### src/rtl/row_window_ctrl.sv
// rtl/row_window_ctrl.sv - three-slot row-buffer fill and window sweep sequencer
// Loads grid rows into three rotating slots and sweeps upper/middle/lower windows out.
module row_window_ctrl #(
   parameter int  ROW_SIZE     = 64,
   parameter int  MODULAR_SIZE = 32,
   parameter int  NUM_ROWS     = 64,
   localparam int NW           = (ROW_SIZE + MODULAR_SIZE - 1) / MODULAR_SIZE,
   localparam int WIB          = (NW > 1) ? $clog2(NW) : 1,
   localparam int RB           = ($clog2(NUM_ROWS + 1) > 1) ? $clog2(NUM_ROWS + 1) : 1
) (
   input  logic                    clk,
   input  logic                    reset,
   input  logic                    start,
   input  logic                    in_valid,
   input  logic [MODULAR_SIZE-1:0] in_data,
   output logic                    in_ready,
   output logic                    wr_en,
   output logic [1:0]              wr_slot,
   output logic [MODULAR_SIZE-1:0] wr_data,
   output logic [WIB-1:0]          word_index,
   output logic                    win_valid,
   input  logic                    win_ready,
   output logic [1:0]              slot_u,
   output logic [1:0]              slot_m,
   output logic [1:0]              slot_l,
   output logic                    upper_zero,
   output logic                    lower_zero,
   output logic                    win_last_word,
   output logic [RB-1:0]           mid_row,
   output logic                    busy,
   output logic                    done
);

   typedef enum logic [1:0] {
      S_IDLE  = 2'd0,
      S_FILL  = 2'd1,
      S_SWEEP = 2'd2,
      S_DONE  = 2'd3
   } state_t;

   localparam logic [WIB-1:0] LAST_WORD = WIB'(NW - 1);
   localparam logic [RB-1:0]  LAST_ROW  = RB'(NUM_ROWS - 1);

   // Slot numbers are tracked incrementally mod 3 so no divider is needed.
   function automatic logic [1:0] slot_inc(input logic [1:0] s);
      return (s == 2'd2) ? 2'd0 : s + 2'd1;
   endfunction

   state_t         state_q, state_d;
   logic [WIB-1:0] wcnt_q, wcnt_d;
   logic [WIB-1:0] rcnt_q, rcnt_d;
   logic [RB-1:0]  rows_q, rows_d;
   logic [RB-1:0]  mid_q, mid_d;
   logic [1:0]     wslot_q, wslot_d;
   logic [1:0]     mslot_q, mslot_d;
   logic [RB-1:0]  rows_inc;

   assign rows_inc = rows_q + 1'b1;
   assign mid_row  = mid_q;
   assign busy     = (state_q != S_IDLE);

   always_ff @(posedge clk) begin
      if (reset) begin
         state_q <= S_IDLE;
         wcnt_q  <= '0;
         rcnt_q  <= '0;
         rows_q  <= '0;
         mid_q   <= '0;
         wslot_q <= '0;
         mslot_q <= '0;
      end else begin
         state_q <= state_d;
         wcnt_q  <= wcnt_d;
         rcnt_q  <= rcnt_d;
         rows_q  <= rows_d;
         mid_q   <= mid_d;
         wslot_q <= wslot_d;
         mslot_q <= mslot_d;
      end
   end

   always_comb begin
      state_d       = state_q;
      wcnt_d        = wcnt_q;
      rcnt_d        = rcnt_q;
      rows_d        = rows_q;
      mid_d         = mid_q;
      wslot_d       = wslot_q;
      mslot_d       = mslot_q;
      in_ready      = 1'b0;
      wr_en         = 1'b0;
      wr_slot       = 2'd0;
      wr_data       = '0;
      word_index    = '0;
      win_valid     = 1'b0;
      slot_u        = 2'd0;
      slot_m        = 2'd0;
      slot_l        = 2'd0;
      upper_zero    = 1'b0;
      lower_zero    = 1'b0;
      win_last_word = 1'b0;
      done          = 1'b0;

      case (state_q)
         S_IDLE: begin
            if (start) begin
               state_d = S_FILL;
               wcnt_d  = '0;
               rcnt_d  = '0;
               rows_d  = '0;
               mid_d   = '0;
               wslot_d = 2'd0;
               mslot_d = 2'd0;
            end
         end

         S_FILL: begin
            in_ready   = 1'b1;
            word_index = wcnt_q;
            if (in_valid) begin
               wr_en   = 1'b1;
               wr_slot = wslot_q;
               wr_data = in_data;
               if (wcnt_q == LAST_WORD) begin
                  wcnt_d  = '0;
                  rows_d  = rows_inc;
                  wslot_d = slot_inc(wslot_q);
                  // The first sweep needs rows 0 and 1; afterwards one new row per sweep.
                  if ((int'(rows_inc) >= 2) || (NUM_ROWS == 1)) begin
                     state_d = S_SWEEP;
                  end
               end else begin
                  wcnt_d = wcnt_q + 1'b1;
               end
            end
         end

         S_SWEEP: begin
            win_valid     = 1'b1;
            word_index    = rcnt_q;
            slot_m        = mslot_q;
            slot_l        = slot_inc(mslot_q);
            slot_u        = slot_inc(slot_inc(mslot_q));
            upper_zero    = (mid_q == '0);
            lower_zero    = (mid_q == LAST_ROW);
            win_last_word = (rcnt_q == LAST_WORD);
            if (win_ready) begin
               if (rcnt_q == LAST_WORD) begin
                  rcnt_d  = '0;
                  mid_d   = mid_q + 1'b1;
                  mslot_d = slot_inc(mslot_q);
                  if (mid_q == LAST_ROW) begin
                     state_d = S_DONE;
                  end else if (int'(rows_q) < NUM_ROWS) begin
                     state_d = S_FILL;
                  end
               end else begin
                  rcnt_d = rcnt_q + 1'b1;
               end
            end
         end

         S_DONE: begin
            done    = 1'b1;
            state_d = S_IDLE;
         end

         default: begin
            state_d = S_IDLE;
         end
      endcase
   end

endmodule

### config.mk
export PLATFORM = sky130hd
export DESIGN_NAME = row_window_ctrl
export DESIGN_NICKNAME = d
export VERILOG_FILES = /design/src/rtl/row_window_ctrl.sv
export SDC_FILE = /design/constraint.sdc
export NUM_CORES = 1
export LEC_CHECK = 0
export ABC_AREA = 0
export CORE_MARGIN = 2
export CORE_UTILIZATION = 35
export DETAILED_ROUTE_END_ITERATION = 16
export HOLD_SLACK_MARGIN = 0.03
export PLACE_DENSITY = 0.78
export SETUP_SLACK_MARGIN = 0.05
export SLEW_MARGIN = 30
export SYNTH_ARGS = -nofsm -noshare
export SYNTH_HDL_FRONTEND = slang
export SYNTH_SLANG_ARGS = --single-unit
### constraint.sdc
create_clock -name clk -period 1.6 [get_ports clk]
set_input_delay 0.32 -clock clk [delete_from_list [all_inputs] [get_ports clk]]
set_output_delay 0.32 -clock clk [all_outputs]
set_load 0.02 [all_outputs]
Word-level counts from Yosys, hierarchy flattened

Cells that the tools add are included.
W data, S select, Z words.

Word-level logic and storage cells: 89
Register bits after elaboration: 22
Input bits: 37

Reductions and logical operators: 10
Magnitude comparators: 2
$add $sub $neg: 7
Equal/unequal tests: 14
Mux-type cells: 49

Operators with widths:

| kind                  | number |
|---|---|
| $mux W32              | 2 |
| $mux W2               | 21 |
| $mux W7               | 5 |
| $pmux W7 S2           | 2 |
| $add A7 B1 Y7 const B | 2 |
| $mux W1               | 13 |
| $ne A2 B2 Y1 const B  | 6 |
| $eq A2 B2 Y1 const B  | 5 |
| $pmux W2 S2           | 2 |
| $pmux W2 S4           | 1 |
| $reduce_and A4 Y1     | 2 |
| $eq A7 B6 Y1 const B  | 1 |
| $ge A7 B2 Y1 const B  | 1 |
| $logic_not A7 Y1      | 1 |
| $lt A7 B7 Y1 const B  | 1 |
| $reduce_and A7 Y1     | 1 |
| $add A2 B1 Y2 const B | 3 |
| $pmux W1 S2           | 3 |
| $reduce_and A3 Y1     | 2 |
| $reduce_bool A2 Y1    | 3 |
| $ne A3 B3 Y1 const B  | 1 |
| $add A1 B1 Y1 const B | 2 |
| $eq A2 B1 Y1 const B  | 1 |
| $logic_not A2 Y1      | 1 |

Depth between registers and ports, before layout

Gate-level depths: netlist of the first run.

Word-level depth: 6
Mapped depth: 8
Depth with buffers taken out: 7

Least setup slack after synthesis of the first run

OpenSTA, ideal clock, no wires.

Path kind: flip-flop to output port
Start: register state_q[0]
End: output port upper_zero
Buffers on the path: 1
Stages on the path, launching flop included: 6
Arrival: 1.804 ns
Required time: 1.280 ns
Slack: -0.524 ns
Cells stage by stage: dfxtp_1 -> inv_1 -> ha_1 -> clkbuf_1 -> nand3_1 -> nor4_1

Longest elaborated chain between the ends: 2

Ends and longest elaborated chain:

| item                     | RTL line | RTL |
|---|---|---|
| start: declaration       | 49       | `state_t state_q, state_d;` |
| start signal: assignment | 72       | `state_q <= state_d;` |
| $eq A2 B2 Y1             | 104      | `case (state_q)` |
| $mux W1                  | 104      |  |
| end: declaration         | 26       | `output logic upper_zero,` |

Every way passes these cells.

Worst setup path in the final report of the first run

Start: register state_q[1]
End: register mid_q[2], in the netlist mid_row[2]

Longest elaborated chain between the ends: 3
Elaborated cells on any way between the ends: 8

Ends and longest elaborated chain:

| item                                                                       | RTL line | RTL |
|---|---|---|
| $eq A2 B2 Y1 / $logic_not A2 Y1 (equally long branches)                    | 104      |  |
| $ne A2 B2 Y1 (no source line) / $reduce_bool A2 Y1 (equally long branches) | -        |  |
| $reduce_and A4 Y1 (no source line)                                         | -        |  |
| end signal: assignment                                                     | 76       | `mid_q <= mid_d;` |
| end: declaration                                                           | 53       | `logic [RB-1:0] mid_q, mid_d;` |

Parallel ways exist; a longest one is shown, timed or not.
A chain may end at the register's enable or synchronous reset.

==> results.yml, run 1 <==
global_routing:
  gr-total-overflow: 0
  gr-usage-all-layers_pct: 27.9
  grt_pass1_vias: 2269
  grt_max_degree: 19
  grt_pass1_wl_um: 11300
  antenna_found_initial: 0
logic_synthesis:
  ys_seq_area_share_pct: 27.4
  yosys-top-cells-area: "dfxtp_1, and3_1, ha_1, nor2_1, a21oi_1"
  syn_avg_cell_area_um2: 7.58
  synth_top_area_share_pct: 27.4
  synth_top_area_cell: "dfxtp_1"
  muxShareOfSynthArea_pct: 2.57
  synth_seq_cells: 22
  synth_fa_ha_area_share_pct: 6.23
  yosys.area_share.simple_pct: 41.3
  synth_compound_area_share_pct: 15.0
  yosysUniqueCellTypes: 42
  yosys_warnings: 0
  syn_inst: 212
  synth_top_family_by_area: "simple AND/OR/NAND/NOR gates"
  syn-num-nets: 257
  synthXorXnorAreaFrac_pct: 2.72
  netlist_area_um2: 1610
cts:
  cts_htree_levels: 1
  cts_tree: "built"
  ctsRootBufferMaster: "clkbuf_8"
  clock_latency_ns: 0.28
  clkSlewWorstSetupHoldPaths_ns: 0.09
  cts_buffer_depth: 2
  cts_made_buffers: 3
  cts_sinks: 22
power_and_ir_drop:
  p_leak_uw: 0.00167
  powerDensity_nw_per_um2: 1040
  ir_worst_vdd_mv: 0.589
  total_power_uw: 3980
timing:
  finalMaxSlewViolations: 0
  setup_viol: 69
  finalCriticalPeriod_ns: 1.88
  min_period_over_period_pct: 118
  worst_slew_pin_slew_ns: 0.347
  whs_ns: 0.522
  skew_ns: 0.00202
  fin_ws_ns: -0.284
  grt_setup_unrepaired: "yes"
  slew_headroom_pct: 76.6
  fmax_mhz: 531
  finalHoldViolations: 0
floorplan:
  die_w_um: 71.8
  die-area_um2: 5150
  die_y_um: 71.8
  initial_core_util_pct: 36.7
  core_um2: 4380
  rows: 24
  io_pins: 93
final_layout:
  final_core_util_pct: 86.8
  fillers: 213
  final_layout_size_suffix_gt1_share_pct: 59.0
  multi_input_area_um2: 1490
  area.growth.synth_to_final_pct: 137
  stdcell_count: 425
  regArea_um2: 457
  nNetsFinal: 419
  antenna_cells: 0
worst_setup_path:
  cp-end-kind: "flop"
  cp_top_family: "buffers and inverters"
  critPathSlowestCell: "dfxtp_4"
  arrival_ns: 2.09
  critPathKind: "reg -> reg"
  critPathBufInv: 5
  cp_cell_sequence: "inv_4 > buf_6 > ha_4 > buf_6 > buf_6 > nor2_4 > a211oi_4 > buf_6 > nand2_2 > xor2_1 > nor2_1"
  crit_top_cell: "buf_6"
  slowest_delay_ns: 0.38
  start_kind: "flop"
  cp_data_required_time_ns: 1.80
  cp_max_fo: 5
detailed_routing:
  vias_per_cell: 5.44
  antenna_left: 0
  wl_um: 8080
  vias: 2313
  wire_per_inst_um: 19.0
  drcViolationCount: 0
  drt_iter0_markers: 121
  drt-pass1-iter-count: 4
place:
  hpwl_um: 4400
  portBuffers: 92
  place_ws_ns: -0.579
  dp_cells: 394
  place.gp.congestion: 0.826
flow_run:
  maxCapViolations: 0
worst_hold_path:
  min_path_type: "reg -> reg"
outcome:
  violations: "negative setup slack"
  status: "finished with violations"
placed cells by master, fill, tap and decap left out, types with 7 or more instances in the layout:
cell,instances
buf_6,71
buf_4,47
clkdlybuf4s50_1,35
and3_4,21
nor2_1,21
dfxtp_1,17
and3_2,13
dlygate4sd2_1,9
a21oi_1,8
nand2_1,8
nand3_1,7
cell type report:
type                            count  area share, %
Timing Repair Buffer              169           44.5
Multi-Input combinational cell    171           39.2
Sequential cell                    22           12.0
Clock buffer                        4           1.74
Tap cell                           52           1.71
Inverter                            7          0.822
synth_stat cells, drive strengths merged:
| library cell | count |
|---|---|
| nor2b | 6 |
| a21oi | 13 |
| mux2i | 3 |
| and2 | 8 |
| o211ai | 4 |
| nand2b | 3 |
| xnor2 | 2 |
| nor2 | 25 |
| a21bo | 1 |
| o21a | 3 |
| dfxtp | 22 |
| nor4 | 2 |
| o21bai | 1 |
| a211oi | 1 |
| nor3b | 5 |
| o21ai | 8 |
| mux2 | 1 |
| or3b | 3 |
| clkbuf | 10 |
| a221oi | 1 |
| nor3 | 2 |
| nand4 | 3 |
| nand4b | 1 |
| and3 | 36 |
| or3 | 3 |
| nand3 | 10 |
| nand2 | 9 |
| a22oi | 1 |
| or2b | 1 |
| o22a | 1 |
| inv | 7 |
| xor2 | 3 |
| or4 | 1 |
| ha | 8 |
| buf | 2 |
| a311oi | 1 |
| a211o | 1 |
repair_timing:
action | CTS | global route
hold buffers | 0 | 0
cloned | 2 | 0
setup endpoints to repair | 77 | 69
pin swaps | 25 | 13
resized for setup | 363 | 30
setup buffers | 21 | 5
logic make-up after synthesis:
| family | after synthesis |
|---|---|
| AO/OA/AOI/OAI | 36 |
| XOR/XNOR | 5 |
| adder cells (fa/ha/maj) | 8 |
| buffers and inverters | 19 |
| flip-flops | 22 |
| multiplexers | 4 |
| AND/OR/NAND/NOR | 118 |
per-stage QoR:
stage                     area, um2  TNS [ns]
after floorplan                1770    -0.276
after global routing           3810    -13.74
after detailed placement       3100    -27.92
after CTS                      3630     -7.82
final                          3810    -11.16
after global placement         3100    -25.86
worst paths after layout:
kind                                start                      end  slack (ns)  cells past startpoint
hold reg to reg       rcnt_q$_SDFFE_PP0P_      rcnt_q$_SDFFE_PP0P_        0.52                      1
setup / recovery  state_q[1]$_SDFFE_PP0P_  mid_row[2]$_SDFFE_PP0P_       -0.28                     11
setup reg to reg  state_q[1]$_SDFFE_PP0P_  mid_row[2]$_SDFFE_PP0P_       -0.28                     11
hold / removal        rcnt_q$_SDFFE_PP0P_      rcnt_q$_SDFFE_PP0P_        0.52                      1
sequential cells by signal (all words and copies together), names as in the netlist:
| register | flops |
|---|---|
| state_q | 2 |
| mid_row | 7 |
| rows_q | 7 |
| wcnt_q | 1 |
| wslot_q | 2 |
| rcnt_q | 1 |
| mslot_q | 2 |
where the power goes:
| part | total, uW | leakage (uW) | internal (uW) | switching [uW] |
|---|---|---|---|---|
| clock network | 486 | 0.0000339 | 273 | 213 |
| registers | 646 | 0.000181 | 587 | 59.2 |
| logic | 2840 | 0.00146 | 1590 | 1260 |
worst register-to-register path, stage by stage (launching register included):
cell and delay, ns:
dfxtp_4 0.38, inv_4 0.08, buf_6 0.10, ha_4 0.13
buf_6 0.11, buf_6 0.10, nor2_4 0.04, a211oi_4 0.33
buf_6 0.18, nand2_2 0.06, xor2_1 0.17, nor2_1 0.16
layer usage:
metal | vias up | track usage [%] | wire length, um
li1 | 1074 | - | -
met1 | 1124 | 33.6 | 3240
met2 | 89 | 50.9 | 4190
met3 | 26 | 3.94 | 361
met4 | 0 | 9.01 | 282
met5 | - | 0 | 0
Power figures use the tool's default switching activity.
==> run 2: changes to the inputs <==
--- a/config.mk
+++ b/config.mk
@@ -6,7 +6,6 @@
 export NUM_CORES = 1
 export LEC_CHECK = 0
 export ABC_AREA = 0
-export CORE_MARGIN = 2
 export CORE_UTILIZATION = 35
 export DETAILED_ROUTE_END_ITERATION = 16
 export HOLD_SLACK_MARGIN = 0.03
==> run 2 against run 1 <==
The flow still finishes with violations (negative setup slack). Sequential share of layout area is 0.69 points higher. Clock power is 2% lower. Count of clock-buffer cells in the layout stayed put. Via count is 0.43% lower. Combinational power is 5% lower. Wire length is 4.9% lower. Power is 3.6% lower. Sequential cell count stayed put. Die area is 5.5% lower. Non-clock buffer count is 7 lower. Highest routed layer unchanged.
==> results.yml, run 2 (synthesis results as in run 1) <==
worst_setup_path:
  slowest_delay_ns: 0.38
  r2r_cells: 10
  arrival_ns: 2.03
  critPathSlowestCell: "dfxtp_4"
  r2r_slack_ns: -0.25
  regToRegStartpoint: "state_q[1]$_SDFFE_PP0P_"
  cp_data_required_time_ns: 1.78
  critPathBufInv: 4
  critPathKind: "reg -> reg"
  r2r-end: "state_q[0]$_SDFFE_PP0P_"
  cp_max_fo: 4
  cp-end-kind: "flop"
  cp_cell_sequence: "inv_4 > ha_4 > buf_8 > buf_16 > buf_6 > nand2_1 > nor2_1 > o21a_1 > o21ai_0 > a221oi_2"
  start_kind: "flop"
  cp_top_family: "compound AO/OA/AOI/OAI gates"
power_and_ir_drop:
  ir_worst_vdd_mv: 0.677
  p_seq_share_pct: 16.8
  p_comb_share_pct: 70.7
  net-switching-power_uw: 1500
  total_power_uw: 3830
  swShare_pct: 39.1
  powerDensity_nw_per_um2: 1060
  clockPowerShare_pct: 12.4
  p_leak_uw: 0.00162
  p_int_uw: 2330
global_routing:
  gr-usage-all-layers_pct: 26.9
  grt_pass1_vias: 2130
  antenna_found_initial: 0
  gr-total-overflow: 0
  grt_max_degree: 18
  grt_pass1_wl_um: 10600
floorplan:
  rows: 24
  die_w_um: 69.8
  core_um2: 4380
  die_y_um: 69.8
  die-area_um2: 4870
  io_pins: 93
  initial_core_util_pct: 36.7
worst_hold_path:
  min_path_cells: 1
  hold_path_end: "rcnt_q$_SDFFE_PP0P_"
  min_path_type: "reg -> reg"
  hold_start: "rcnt_q$_SDFFE_PP0P_"
final_layout:
  area.growth.synth_to_final_pct: 124
  antenna_cells: 0
  final_core_util_pct: 82.3
  final_layout_size_suffix_gt1_share_pct: 58.5
  final_common_cell: "buf_4"
  nNetsFinal: 412
  mostFrequentLayoutCells: "buf_4, buf_6, clkdlybuf4s50_1"
  stdcell_area_um2: 3610
  fillers: 250
timing:
  fin_ws_ns: -0.249
  finalMaxSlewViolations: 0
  whs_ns: 0.526
  worst_slew_pin_slew_ns: 0.315
  slew_headroom_pct: 78.8
  fmax_mhz: 541
  finalHoldViolations: 0
  finalCriticalPeriod_ns: 1.85
  grt_setup_unrepaired: "yes"
  setup_viol: 67
  skew_ns: 0.00267
  min_period_over_period_pct: 116
cts:
  cts_tree: "built"
  cts_buffer_depth: 2
  clkSlewWorstSetupHoldPaths_ns: 0.09
  cts_sinks: 22
  ctsHoldBuffers: 0
  cts_htree_levels: 1
  clock_latency_ns: 0.27
  ctsRootBufferMaster: "clkbuf_8"
  cts_made_buffers: 3
place:
  place_area_um2: 3070
  hpwl_um: 4440
  place.gp.congestion: 0.809
  portBuffers: 92
  place_ws_ns: -0.578
detailed_routing:
  wire_per_inst_um: 18.4
  drt-pass1-iter-count: 4
  drt_iter0_markers: 120
  vias_per_cell: 5.51
  antenna_left: 0
  vias: 2303
  drcViolationCount: 0
  wl_um: 7680
flow_run:
  maxCapViolations: 0
outcome:
  violations: "negative setup slack"
  status: "finished with violations"
==> run 2: cell types whose count changed in the layout (fill, tap and decap cells not counted), moves of 3 or more <==
cell / previous run / this run
and3_2: 13 / 16
and3_4: 21 / 17
buf_12: 3 / 0
buf_2: 2 / 9
buf_4: 47 / 57
buf_6: 71 / 46
buf_8: 1 / 4
nor2_2: 1 / 4
==> run 2: power groups by stage <==
stage               Combinational (uW)  Clock [uW]  Sequential (uW)
floorplan                         1030           0              644
global placement                  1780           0              646
detailed placement                1810           0              648
CTS                               2380         479              639
global route                      2820         497              652
finish                            2710         477              646
==> run 2: through the flow <==
step / setup TNS, ns / std cells
2_1_floorplan: -0.276 / 212
3_3_place_gp: -25.60 / 393
3_5_place_dp: -28.45 / 393
4_1_cts: -8.23 / 413
5_1_grt: -13.55 / 418
6_report: -10.50 / 418
==> run 2: metal layers <==
metal  GRT usage [%]  up-vias  share of wire [%]
met2            48.6       95                 52
met3            3.49       28                5.2
met5               0        -                  0
met4            3.33        0                3.1
met1            34.8     1113                 40
li1                -     1067                  -
==> run 2: how the worst max path moves through the flow <==
stage	from	to	slack, ns	cells after the start
after floorplan	state_q[0]$_SDFFE_PP0P_	state_q[0]$_SDFFE_PP0P_	-0.05	7
after global placement	in_valid	wr_data[15]	-0.53	4
after detailed placement	in_valid	wr_data[15]	-0.58	4
after CTS	state_q[1]$_SDFFE_PP0P_	state_q[0]$_SDFFE_PP0P_	-0.21	8
after global routing	state_q[1]$_SDFFE_PP0P_	state_q[0]$_SDFFE_PP0P_	-0.34	10
final	state_q[1]$_SDFFE_PP0P_	state_q[0]$_SDFFE_PP0P_	-0.25	10
==> run 2: layout make-up <==
type,count,area [um2],area share (%)
clock buffers,4,66.3,1.84
inverters,7,33.8,0.936
multi-input cells,171,1450,40.3
flip-flops and latches,22,458,12.7
well taps,52,65.1,1.80
repair buffers,162,1530,42.4
==> run 2: repair_timing <==
action                     CTS  global route
resized for setup          314            50
cloned                       2             1
pin swaps                   18            17
buffers inserted            14             7
setup endpoints to repair   77            69
==> run 3: changes to the inputs <==
--- a/config.mk
+++ b/config.mk
@@ -8,7 +8,9 @@
 export ABC_AREA = 0
 export CORE_UTILIZATION = 35
 export DETAILED_ROUTE_END_ITERATION = 16
+export GPL_TIMING_DRIVEN = 0
 export HOLD_SLACK_MARGIN = 0.03
+export MAX_ROUTING_LAYER = met4
 export PLACE_DENSITY = 0.78
 export SETUP_SLACK_MARGIN = 0.05
 export SLEW_MARGIN = 30
==> run 3 against run 2 <==
The flow still finishes with violations (negative setup slack). Sequential share of layout area is 0.31 points higher. Worst setup slack worse by 0.081 ns. Worst hold slack worse by 0.018 ns. Highest routed layer unchanged. Wire length is 4.8% lower. Sequential cell count stayed put.
==> results.yml, run 3 (synthesis results as in run 1) <==
global_routing:
  gr-usage-all-layers_pct: 28.4
  grt_pass1_vias: 2124
  gr-total-overflow: 0
  grt_pass1_wl_um: 10800
  grt_max_degree: 14
  antenna_found_initial: 0
floorplan:
  initial_core_util_pct: 36.7
  io_pins: 93
  die-area_um2: 4870
  die_w_um: 69.8
  core_um2: 4380
  rows: 24
  die_y_um: 69.8
final_layout:
  multi_input_area_um2: 1500
  fillers: 252
  stdcell_count: 392
  area.growth.synth_to_final_pct: 120
  final_common_cell: "buf_6"
  mostFrequentLayoutCells: "buf_6, and3_4, clkdlybuf4s50_1"
  nNetsFinal: 386
  antenna_cells: 0
  regArea_um2: 459
  final_layout_size_suffix_gt1_share_pct: 53.8
timing:
  fin_ws_ns: -0.329
  slew_headroom_pct: 63.0
  finalMaxSlewViolations: 0
  finalHoldViolations: 0
  grt_setup_unrepaired: "yes"
  setup_viol: 64
  skew_ns: 0.00497
  fmax_mhz: 518
  worst_slew_pin_slew_ns: 0.555
  finalCriticalPeriod_ns: 1.93
  min_period_over_period_pct: 121
worst_setup_path:
  r2r_slack_ns: -0.33
  critPathKind: "reg -> reg"
  cp_data_required_time_ns: 1.77
  r2r-end: "state_q[0]$_SDFFE_PP0P_"
  cp-end-kind: "flop"
  cp_max_fo: 4
  regToRegStartpoint: "state_q[0]$_SDFFE_PP0P_"
  start_kind: "flop"
  arrival_ns: 2.10
  r2r_cells: 8
outcome:
  violations: "negative setup slack"
  status: "finished with violations"
detailed_routing:
  drcViolationCount: 0
  drt_iter0_markers: 115
  wire_per_inst_um: 18.7
  vias_per_cell: 5.51
  vias: 2158
  drt-pass1-iter-count: 6
  wl_um: 7310
  antenna_left: 0
cts:
  cts_buffer_depth: 2
  cts_tree: "built"
  cts_made_buffers: 3
  ctsRootBufferMaster: "clkbuf_8"
  clock_latency_ns: 0.27
  cts_htree_levels: 1
  clkSlewWorstSetupHoldPaths_ns: 0.08
  cts_sinks: 22
  ctsHoldBuffers: 0
power_and_ir_drop:
  p_seq_share_pct: 17.6
  swShare_pct: 38.8
  total_power_uw: 3700
  powerDensity_nw_per_um2: 1050
  p_int_uw: 2260
  p_comb_share_pct: 69.9
  p_leak_uw: 0.00147
  clockPowerShare_pct: 12.4
  ir_worst_vdd_mv: 0.608
  net-switching-power_uw: 1430
place:
  dp_cells: 355
  place.gp.congestion: 0.859
  portBuffers: 91
  hpwl_um: 4000
worst_hold_path:
  hold_start: "reset"
  hold_path_end: "rows_q[2]$_SDFFE_PP0P_"
  min_path_type: "in -> reg"
  min_path_cells: 2
flow_run:
  maxCapViolations: 0
==> run 3: power by group through the flow <==
stage | logic [uW] | registers [uW] | clock network (uW)
final | 2590 | 652 | 460
after global routing | 2700 | 658 | 501
after CTS | 2230 | 650 | 465
after detailed placement | 1580 | 652 | 0
after global placement | 1570 | 649 | 0
after floorplan | 1030 | 644 | 0
==> run 3: repair_timing <==
| item | in CTS | in global routing |
|---|---|---|
| resized for setup | 373 | 36 |
| buffers inserted | 21 | 8 |
| cloned | 4 | 0 |
| setup endpoints to repair | 74 | 67 |
| pin swaps | 12 | 16 |
==> run 3: metal layers <==
layer | share of wire (%) | up-vias | global-route usage (%)
met1 | 39 | 1028 | 33.3
li1 | - | 1014 | -
met5 | 0 | - | -
met2 | 53 | 88 | 51.0
met3 | 4.5 | 28 | 4.22
met4 | 3.5 | 0 | 6.00
==> run 3: area by class of cell <==
cell class	instances	area share, %
clock buffer	4	1.88
tap	52	1.84
multi-input combinational	171	42.5
buffer	12	4.39
inverter	7	0.957
sequential	22	13.0
timing repair buffer	124	35.4
==> run 3: how the worst max path moves through the flow <==
stage,start,to,slack (ns),cells after the start
after floorplan,state_q[0]$_SDFFE_PP0P_,state_q[0]$_SDFFE_PP0P_,-0.05,7
after global placement,in_valid,wr_data[21],-0.82,5
after detailed placement,in_valid,wr_data[22],-0.86,5
after CTS,state_q[0]$_SDFFE_PP0P_,word_index,-0.21,7
after global routing,state_q[0]$_SDFFE_PP0P_,state_q[0]$_SDFFE_PP0P_,-0.36,8
final,state_q[0]$_SDFFE_PP0P_,state_q[0]$_SDFFE_PP0P_,-0.33,8
==> run 3: worst max-delay path, stage by stage, from the launching register on <==
cell and delay [ns]:
dfxtp_4 0.39, inv_6 0.04, ha_4 0.17, buf_6 0.12, or2b_1 0.21, nand3_2 0.10, or3b_1 0.35, o22a_1 0.21
a221oi_2 0.24
==> run 3: stage by stage <==
stage / TNS [ns] / hold WS, ns / utilization, % / instance area (um2) / setup WS, ns
global placement: -36.48 / 0.499 / 62.6 / 2750 / -0.822
floorplan: -0.276 / 0.488 / - / 1770 / -0.0479
finish: -12.38 / 0.508 / 80.5 / 3530 / -0.329
CTS: -8.07 / 0.470 / 76.7 / 3360 / -0.213
global route: -15.83 / 0.516 / 80.5 / 3530 / -0.355
detailed placement: -37.76 / 0.500 / 62.6 / 2750 / -0.856
